`src/rtl/alu_status_unit.sv`:
```
// ALU status unit: captures ALU flags/result into an architectural status
// register, supports SR save/restore, and evaluates branch conditions with a
// one-cycle registered response that sees the flags being committed this cycle.

package alu_status_pkg;
    typedef enum logic [2:0] {
        ALU_ADD = 3'd0,
        ALU_SUB = 3'd1,
        ALU_AND = 3'd2,
        ALU_OR  = 3'd3,
        ALU_XOR = 3'd4,
        ALU_INV = 3'd5
    } alu_func_e;
endpackage

module alu_status_unit
    import alu_status_pkg::*;
#(
    parameter int DATA_W = 8
) (
    input  logic              clk,
    input  logic              rst,
    input  alu_func_e         alu_func,
    input  logic [DATA_W-1:0] alu_result,
    input  logic              zero_flag,
    input  logic              negative_flag,
    input  logic              carry_flag,
    input  logic              signed_overflow,
    input  logic              flags_update,
    input  logic              sr_write,
    input  logic [DATA_W-1:0] sr_wdata,
    input  logic              branch_req,
    input  logic [3:0]        branch_cond,
    output logic [DATA_W-1:0] sr_rdata,
    output logic [DATA_W-1:0] result_q,
    output logic              branch_valid,
    output logic              branch_taken,
    output logic              illegal_cond
);

    // Architectural state
    logic              r_z;
    logic              r_n;
    logic              r_c;
    logic              r_v;
    logic [DATA_W-1:0] r_result;
    logic              r_branch_valid;
    logic              r_branch_taken;
    logic              r_illegal_cond;

    // Next-state values (also used as the branch bypass)
    logic              w_z_next;
    logic              w_n_next;
    logic              w_c_next;
    logic              w_v_next;
    logic [DATA_W-1:0] w_result_next;

    logic              w_func_arith;
    logic              w_func_logic;
    logic              w_func_legal;
    logic              w_commit;
    logic              w_cond_true;
    logic              w_cond_illegal;
    logic [3:0]        w_sr_bits;

    // Decode the ALU function class; only ADD/SUB produce meaningful C and V
    always_comb begin
        w_func_arith = (alu_func == ALU_ADD) || (alu_func == ALU_SUB);
        w_func_logic = (alu_func == ALU_AND) || (alu_func == ALU_OR) ||
                       (alu_func == ALU_XOR) || (alu_func == ALU_INV);
        w_func_legal = w_func_arith || w_func_logic;
        w_commit     = flags_update && w_func_legal;
    end

    // Next-state flags and result: SR restore beats the ALU flag commit,
    // while the result latch still follows a valid commit
    always_comb begin
        w_z_next      = r_z;
        w_n_next      = r_n;
        w_c_next      = r_c;
        w_v_next      = r_v;
        w_result_next = r_result;
        if (sr_write) begin
            w_z_next = sr_wdata[0];
            w_n_next = sr_wdata[1];
            w_c_next = sr_wdata[2];
            w_v_next = sr_wdata[3];
        end else if (w_commit) begin
            w_z_next = zero_flag;
            w_n_next = negative_flag;
            if (w_func_arith) begin
                w_c_next = carry_flag;
                w_v_next = signed_overflow;
            end
        end
        if (w_commit) begin
            w_result_next = alu_result;
        end
    end

    // Condition evaluation against the bypassed (next-state) flags
    always_comb begin
        w_cond_true    = 1'b0;
        w_cond_illegal = 1'b0;
        case (branch_cond)
            4'd0:    w_cond_true = 1'b1;
            4'd1:    w_cond_true = w_z_next;
            4'd2:    w_cond_true = !w_z_next;
            4'd3:    w_cond_true = w_n_next;
            4'd4:    w_cond_true = !w_n_next;
            4'd5:    w_cond_true = w_c_next;
            4'd6:    w_cond_true = !w_c_next;
            4'd7:    w_cond_true = w_v_next;
            4'd8:    w_cond_true = !w_v_next;
            4'd9:    w_cond_true = w_n_next ^ w_v_next;
            4'd10:   w_cond_true = !(w_n_next ^ w_v_next);
            4'd11:   w_cond_true = w_c_next | w_z_next;
            4'd12:   w_cond_true = !w_c_next & !w_z_next;
            default: w_cond_illegal = 1'b1;
        endcase
    end

    // Status register, result latch and registered branch response
    always_ff @(posedge clk) begin
        if (rst) begin
            r_z            <= 1'b0;
            r_n            <= 1'b0;
            r_c            <= 1'b0;
            r_v            <= 1'b0;
            r_result       <= '0;
            r_branch_valid <= 1'b0;
            r_branch_taken <= 1'b0;
            r_illegal_cond <= 1'b0;
        end else begin
            r_z            <= w_z_next;
            r_n            <= w_n_next;
            r_c            <= w_c_next;
            r_v            <= w_v_next;
            r_result       <= w_result_next;
            r_branch_valid <= branch_req;
            r_branch_taken <= branch_req && w_cond_true;
            r_illegal_cond <= branch_req && w_cond_illegal;
        end
    end

    assign w_sr_bits = {r_v, r_c, r_n, r_z};

    // SR read data: flags in the low nibble, upper bits tied to zero
    for (genvar gi = 0; gi < DATA_W; gi++) begin : g_sr_rdata
        if (gi < 4) begin : g_flag
            assign sr_rdata[gi] = w_sr_bits[gi];
        end else begin : g_zero
            assign sr_rdata[gi] = 1'b0;
        end
    end

    // Upper restore bits carry no state
    if (DATA_W > 4) begin : g_wdata_upper
        logic w_unused_wdata;
        assign w_unused_wdata = ^sr_wdata[DATA_W-1:4];
    end

    assign result_q     = r_result;
    assign branch_valid = r_branch_valid;
    assign branch_taken = r_branch_taken;
    assign illegal_cond = r_illegal_cond;

    // A committed ALU function must be one of the defined operations
    a_legal_func: assert property (@(posedge clk) disable iff (rst)
        flags_update |-> w_func_legal);

endmodule

```
`config.mk`:
```
export PLATFORM = sky130hd
export DESIGN_NAME = alu_status_unit
export DESIGN_NICKNAME = d
export VERILOG_FILES = /design/src/rtl/alu_status_unit.sv
export SDC_FILE = /design/constraint.sdc
export NUM_CORES = 1
export LEC_CHECK = 0
export BUFFER_PORTS_ARGS = -buffer_cell sky130_fd_sc_hd__clkbuf_2
export CAP_MARGIN = 5
export CORE_ASPECT_RATIO = 1.75
export CORE_MARGIN = 2
export CORE_UTILIZATION = 30
export CTS_BUF_LIST = sky130_fd_sc_hd__clkbuf_8
export DETAILED_ROUTE_END_ITERATION = 7
export PLACE_DENSITY_LB_ADDON = 0.2
export SYNTH_ARGS = -nofsm -noshare
export SYNTH_HDL_FRONTEND = slang
export SYNTH_SLANG_ARGS = --single-unit
```
`constraint.sdc`:
```
create_clock -name clk -period 1.7 [get_ports clk]
set_clock_uncertainty 0.05 [all_clocks]
set_input_delay 0.34 -clock clk [delete_from_list [all_inputs] [get_ports clk]]
set_output_delay 0.34 -clock clk [all_outputs]
set_load 0.02 [all_outputs]
```
# After elaboration in Yosys (flattened, before gate mapping)
# Index checks and enable logic that the tools add are counted.
[word_totals]
out_inout_bits = 19
wordCells = 56
register_bits = 15
[classes]
muxes = 12
bitwise = 3
reduce_logical = 16
n_eq_ne = 17
[ops]
columns = ["operator", "count"]
rows = [
  ["equality test 4 bit, second input constant", 5],
  ["equality test 4 x 3 -> 1 bit, second input constant", 4],
  ["case mux 1 bit (13 select lines)", 1],
  ["OR reduction 13 bit", 1],
  ["two-way mux 1 bit", 11],
  ["equality test 4 x 2 -> 1 bit, second input constant", 2],
  ["equality test 3 x 2 -> 1 bit, second input constant", 2],
  ["equality test 3 bit, second input constant", 2],
  ["logical NOT 1 bit", 5],
  ["logical OR 1 bit", 5],
  ["equality test 4 x 1 -> 1 bit, second input constant", 1],
  ["logical NOT 4 bit", 1],
  ["equality test 3 x 1 -> 1 bit, second input constant", 1],
  ["logical AND 1 bit", 3],
  ["logical NOT 3 bit", 1],
  ["bitwise AND 1 bit", 1],
  ["bitwise OR 1 bit", 1],
  ["XOR 1 bit", 1],
]

# Longest topological paths before layout
[depth]
word_depth = 12
mapped_depth = 7
mapped_depth_nobuf = 6

# Worst setup path after synthesis
# Ideal clock, no wire load.
[synth_timing]
path_type = "input -> register"
startpoint = "in alu_func[2]"
endpoint = "reg r_branch_taken, in the netlist branch_taken"
n_path_buf = 0
setup_slack_ns = -0.063
setup_ns = 0.128
required_time_ns = 1.522
cell_stages = 6
arrival_time_ns = 1.585
path_cell_list = "or3b_4 a211oi_2 nor2_1 a22o_1 a221oi_2 a31oi_1"
[synth_via]
elab_chain_cells = 12
elab_cells_between_ends = 32
[synth_lines]
columns = ["element", "line_no", "rtl"]
rows = [
  ["from (decl)", "23", "input alu_func_e alu_func,"],
  ["equality test 3 x 2 -> 1 bit", "69", "w_func_logic = (alu_func == ALU_AND) || (alu_func == ALU_OR) ||"],
  ["logical OR 1 bit (2 in a row)", "69", ""],
  ["logical OR 1 bit", "70", "(alu_func == ALU_XOR) || (alu_func == ALU_INV);"],
  ["logical OR 1 bit", "71", "w_func_legal = w_func_arith || w_func_logic;"],
  ["logical AND 1 bit", "72", "w_commit = flags_update && w_func_legal;"],
  ["two-way mux 1 bit", "88", "end else if (w_commit) begin"],
  ["two-way mux 1 bit", "83", "if (sr_write) begin"],
  ["logical NOT 1 bit, or another cell as far along", "112, 118", ""],
  ["bitwise AND 1 bit / logical NOT 1 bit (equally long branches)", "118, 116", ""],
  ["case mux 1 bit (13 select lines) *", "105", "case (branch_cond)"],
  ["logical AND 1 bit *", "141", "r_branch_taken <= branch_req && w_cond_true;"],
  ["to (signal assigned)", "141", ""],
  ["to (decl)", "48", "logic r_branch_taken;"],
]
# Mark *: on every way between the ends. The rest lies on a longest branch, timed or not.
# A chain may end at the register's enable or synchronous reset.

# Worst setup path after layout
# Same ends and word-level chain as after synthesis.

==> out/summary.txt <==
STA
-------------------------------------------------------------------------------------
RSZ-0062 raised after global routing                                              yes
Max Freq                                                                    595.2 MHz
Number of setup violations in the final report                                      0
Min Clock Period, post-route                                                 1.680 ns
Final hold viol count                                                               0
Final period util                                                              98.82%
Number of max-slew violations in the final report                                   0

PWR
-------------------------------------------------------------------------------------
Sum of internal, switching and leakage power                                0.9142 mW
Combinational share of power                                                    26.7%
Static leakage                                                              0.5929 nW
Clock share of power                                                            31.3%
Internal power                                                              0.6486 mW
Peak supply drop                                                             204.5 µV
Sw Ratio                                                                       29.05%
Sequential share of power                                                       42.1%
Net switching power figure                                                  0.2656 mW
Power density over the cells                                             730.6 nW/µm²

CLOCKING
-------------------------------------------------------------------------------------
Post-CTS repair timing setup buffer count                                           0
Total of hold buffers inserted after clock tree synthesis                           0
Inserted Clock Buffers                                                              3
Number of H-tree levels                                                             1
Clk_lat worst skew                                                            0.24 ns
CTS tree                                                                        built
Clock Root Buffer                                                        sky130_fd_sc_hd__clkbuf_8
Clock Sinks                                                                        15
Clock slew seen by the registers of the worst setup and hold paths            0.06 ns
Max Buffers Root-to-Sink                                                            2

GLOBAL ROUTING
-------------------------------------------------------------------------------------
GRT Resource Usage Total                                                       13.94%
Number of antenna violations at the first check in global routing                   0
Vias in the first global route                                                    956
Total congestion overflow                                                           0
Largest net degree at the start of global routing                                  13
Wire length of the first global-routing pass                                  3726 µm

DETAILED ROUTING
-------------------------------------------------------------------------------------
Final routed DRC violation total                                                    0
Post-Route WL                                                                 2275 µm
First-pass DRT Iterations                                                           4
Number of routed nets with antenna violations                                       0
Routed wirelength normalized by instance count                               12.36 µm
Number of DRC markers in iteration 0                                               21
Via-to-Cell Ratio                                                               5.071
Total number of vias                                                              933

DIE
-------------------------------------------------------------------------------------
Num rows                                                                           26
Core region area                                                             2928 µm²
Initial core utilization                                                       31.50%
Height of the die                                                            77.34 µm
Floorplan die area                                                           3551 µm²
Number of top-level pins                                                           51
Die Span X                                                                   45.91 µm

SYNTH
-------------------------------------------------------------------------------------
Number of flip-flops and latches in the synthesized netlist                        15
Portion of the post-synthesis area used by sequential elements                 32.56%
Async set-reset flop share out of synthesis                                        0%
Netlist area before placement                                               922.1 µm²
Count of flip-flops with a built-in enable after synthesis                          0
Compound-gate portion of the synthesized area                                  25.92%
Gate count after technology mapping                                               107
Post-synthesis share of cell area spent on and, or, nand and nor gates         29.99%
Post-Syn Area per Cell                                                      8.618 µm²
Combinational family with the most area after synthesis                  simple AND/OR/NAND/NOR gates
Synthesis Warnings                                                                  0
Share of cell area taken by muxes after synthesis                              1.085%
Post-Synth Adder-Cell Area                                                         0%
XOR/XNOR Fraction of Synth Area                                                    0%
Most instantiated flip-flop cell in the synthesis netlist                sky130_fd_sc_hd__dfxtp_1
Count of cell types in the netlist                                                 43

FINAL LAYOUT
-------------------------------------------------------------------------------------
Final Net Count                                                                   189
Relative area change from synthesis to final layout                            35.69%
Final design instance area without fill                                      1251 µm²
Post-route core utilization                                                    42.74%
Antenna diode count                                                                 0
Fraction of layout instances using a drive strength above 1                    46.79%

STATUS
-------------------------------------------------------------------------------------
Run status                                                               finished, final reports clean

WORST SETUP PATH
-------------------------------------------------------------------------------------
Critical Path Fanout Max                                                            5
WP data required                                                              1.77 ns
Critical Setup Path Class                                                      in2reg
Kind of start point of the critical path                                 primary input
Data arrival time at the worst-slack endpoint                                 1.75 ns
Setup crit end kind                                                              flop

PLACEMENT
-------------------------------------------------------------------------------------
Detailed placement HPWL                                                       1919 µm
Area after detailed placement                                                1181 µm²
RePlAce Congestion                                                             0.8274
Buffers on Ports                                                                   41

HOLD PATH
-------------------------------------------------------------------------------------
Min-Delay Path Class                                                           in2reg

RUN
-------------------------------------------------------------------------------------
Number of maximum-capacitance constraint violations                                 0

-- through the flow --
step	hold WS (ns)	cells	TNS [ns]	setup WS [ns]
final	0.2592	184	0	0.02000
after global routing	0.2667	184	-0.05359	-0.05359
after CTS	0.2560	184	0	0.002683
after detailed placement	0.3996	180	-0.2753	-0.2753
after global placement	0.3909	180	-0.2623	-0.2623
after floorplan	0.3616	110	-0.02030	-0.02030
-- timing repair --
action                                  in CTS  in global routing
endpoints found under the setup margin       1                  1
gates resized for setup                      2                  5
hold endpoints to repair                     0                  0
pin swaps                                    8                  1
-- Yosys cell counts, drive strengths merged, types with 2 or more instances --
cell type,number,share of area [%]
nand2,21,8.5
dfxtp,15,33
a21oi,10,5.4
buf,9,7.7
nor2,5,2.0
and2b,4,3.5
a211oi,3,4.9
a22o,3,3.0
a221oi,2,3.3
and2,2,1.6
and4bb,2,2.7
clkbuf,2,1.9
nand3,2,1.1
nor2b,2,1.4
nor3b,2,1.6
o21ai,2,1.1
-- placed cells by master, fill, tap and decap left out, types with 2 or more instances in the layout --
cell and n:
sky130_fd_sc_hd__and2_2 2, sky130_fd_sc_hd__nor2_1 5, sky130_fd_sc_hd__conb_1 4, sky130_fd_sc_hd__nand3_1 2, sky130_fd_sc_hd__and2b_2 2, sky130_fd_sc_hd__a21oi_1 10
sky130_fd_sc_hd__a221oi_2 2, sky130_fd_sc_hd__and2b_1 2, sky130_fd_sc_hd__and4bb_2 2, sky130_fd_sc_hd__nor2b_1 2, sky130_fd_sc_hd__clkbuf_2 38, sky130_fd_sc_hd__nand2_1 21
sky130_fd_sc_hd__nor3b_1 2, sky130_fd_sc_hd__a211oi_4 2, sky130_fd_sc_hd__clkbuf_8 3, sky130_fd_sc_hd__buf_4 12, sky130_fd_sc_hd__dfxtp_1 15, sky130_fd_sc_hd__a22o_1 2
-- routing by layer --
layer  global-route usage [%]  up-vias  wire (µm)
met5                        0        -          0
met4                    10.57        0        124
met3                    2.093        9        108
met2                    26.39       32       1241
met1                    11.17      424        801
li1                         -      468          -
-- worst max-delay path, stage by stage --
cell and delay (ns):
sky130_fd_sc_hd__buf_8 0.10, sky130_fd_sc_hd__or3b_4 0.43, sky130_fd_sc_hd__a211oi_4 0.26, sky130_fd_sc_hd__nor2_1 0.07
sky130_fd_sc_hd__a22o_1 0.21, sky130_fd_sc_hd__a221oi_2 0.24, sky130_fd_sc_hd__a31oi_1 0.10
-- flip-flops by register name, indices dropped and copies added, names as in the netlist --
| name | cells |
|---|---|
| illegal_cond | 1 |
| r_n | 1 |
| branch_valid | 1 |
| r_c | 1 |
| result_q | 8 |
| r_z | 1 |
| branch_taken | 1 |
| r_v | 1 |
-- logic make-up after synthesis --
family                 after synthesis
AND/OR/NAND/NOR                     49
multiplexers                         1
flip-flops                          15
AO/OA/AOI/OAI                       29
other                                1
buffers and inverters               12
-- area by class of cell --
class	instances	area [µm²]
Clock buffer	3	41.29
Clock inverter	1	5.005
Fill cell	305	1677
Inverter	1	3.754
Multi-Input combinational cell	83	554.3
Sequential cell	15	300.3
Tap cell	28	35.03
Timing Repair Buffer	53	311.5
-- path summary, 6_finish.rpt --
check                             end  slack [ns]  depth (start not counted)                startpoint
max           branch_taken$_SDFF_PP0_        0.02                          7               alu_func[2]
min          result_q[0]$_SDFFE_PP0N_        0.26                          3             alu_result[0]
max reg2reg   branch_taken$_SDFF_PP0_        0.11                          5            r_n$_SDFF_PP0_
min reg2reg  result_q[0]$_SDFFE_PP0N_        0.40                          2  result_q[0]$_SDFFE_PP0N_
-- power by group through the flow --
stage | clock network (mW) | registers, mW | logic (mW)
3_3_place_gp | 0 | 0.392 | 0.235
2_1_floorplan | 0 | 0.408 | 0.141
3_5_place_dp | 0 | 0.392 | 0.239
5_1_grt | 0.314 | 0.387 | 0.268
4_1_cts | 0.298 | 0.385 | 0.244
6_report | 0.286 | 0.384 | 0.244
(Power assumes the default switching activity.)
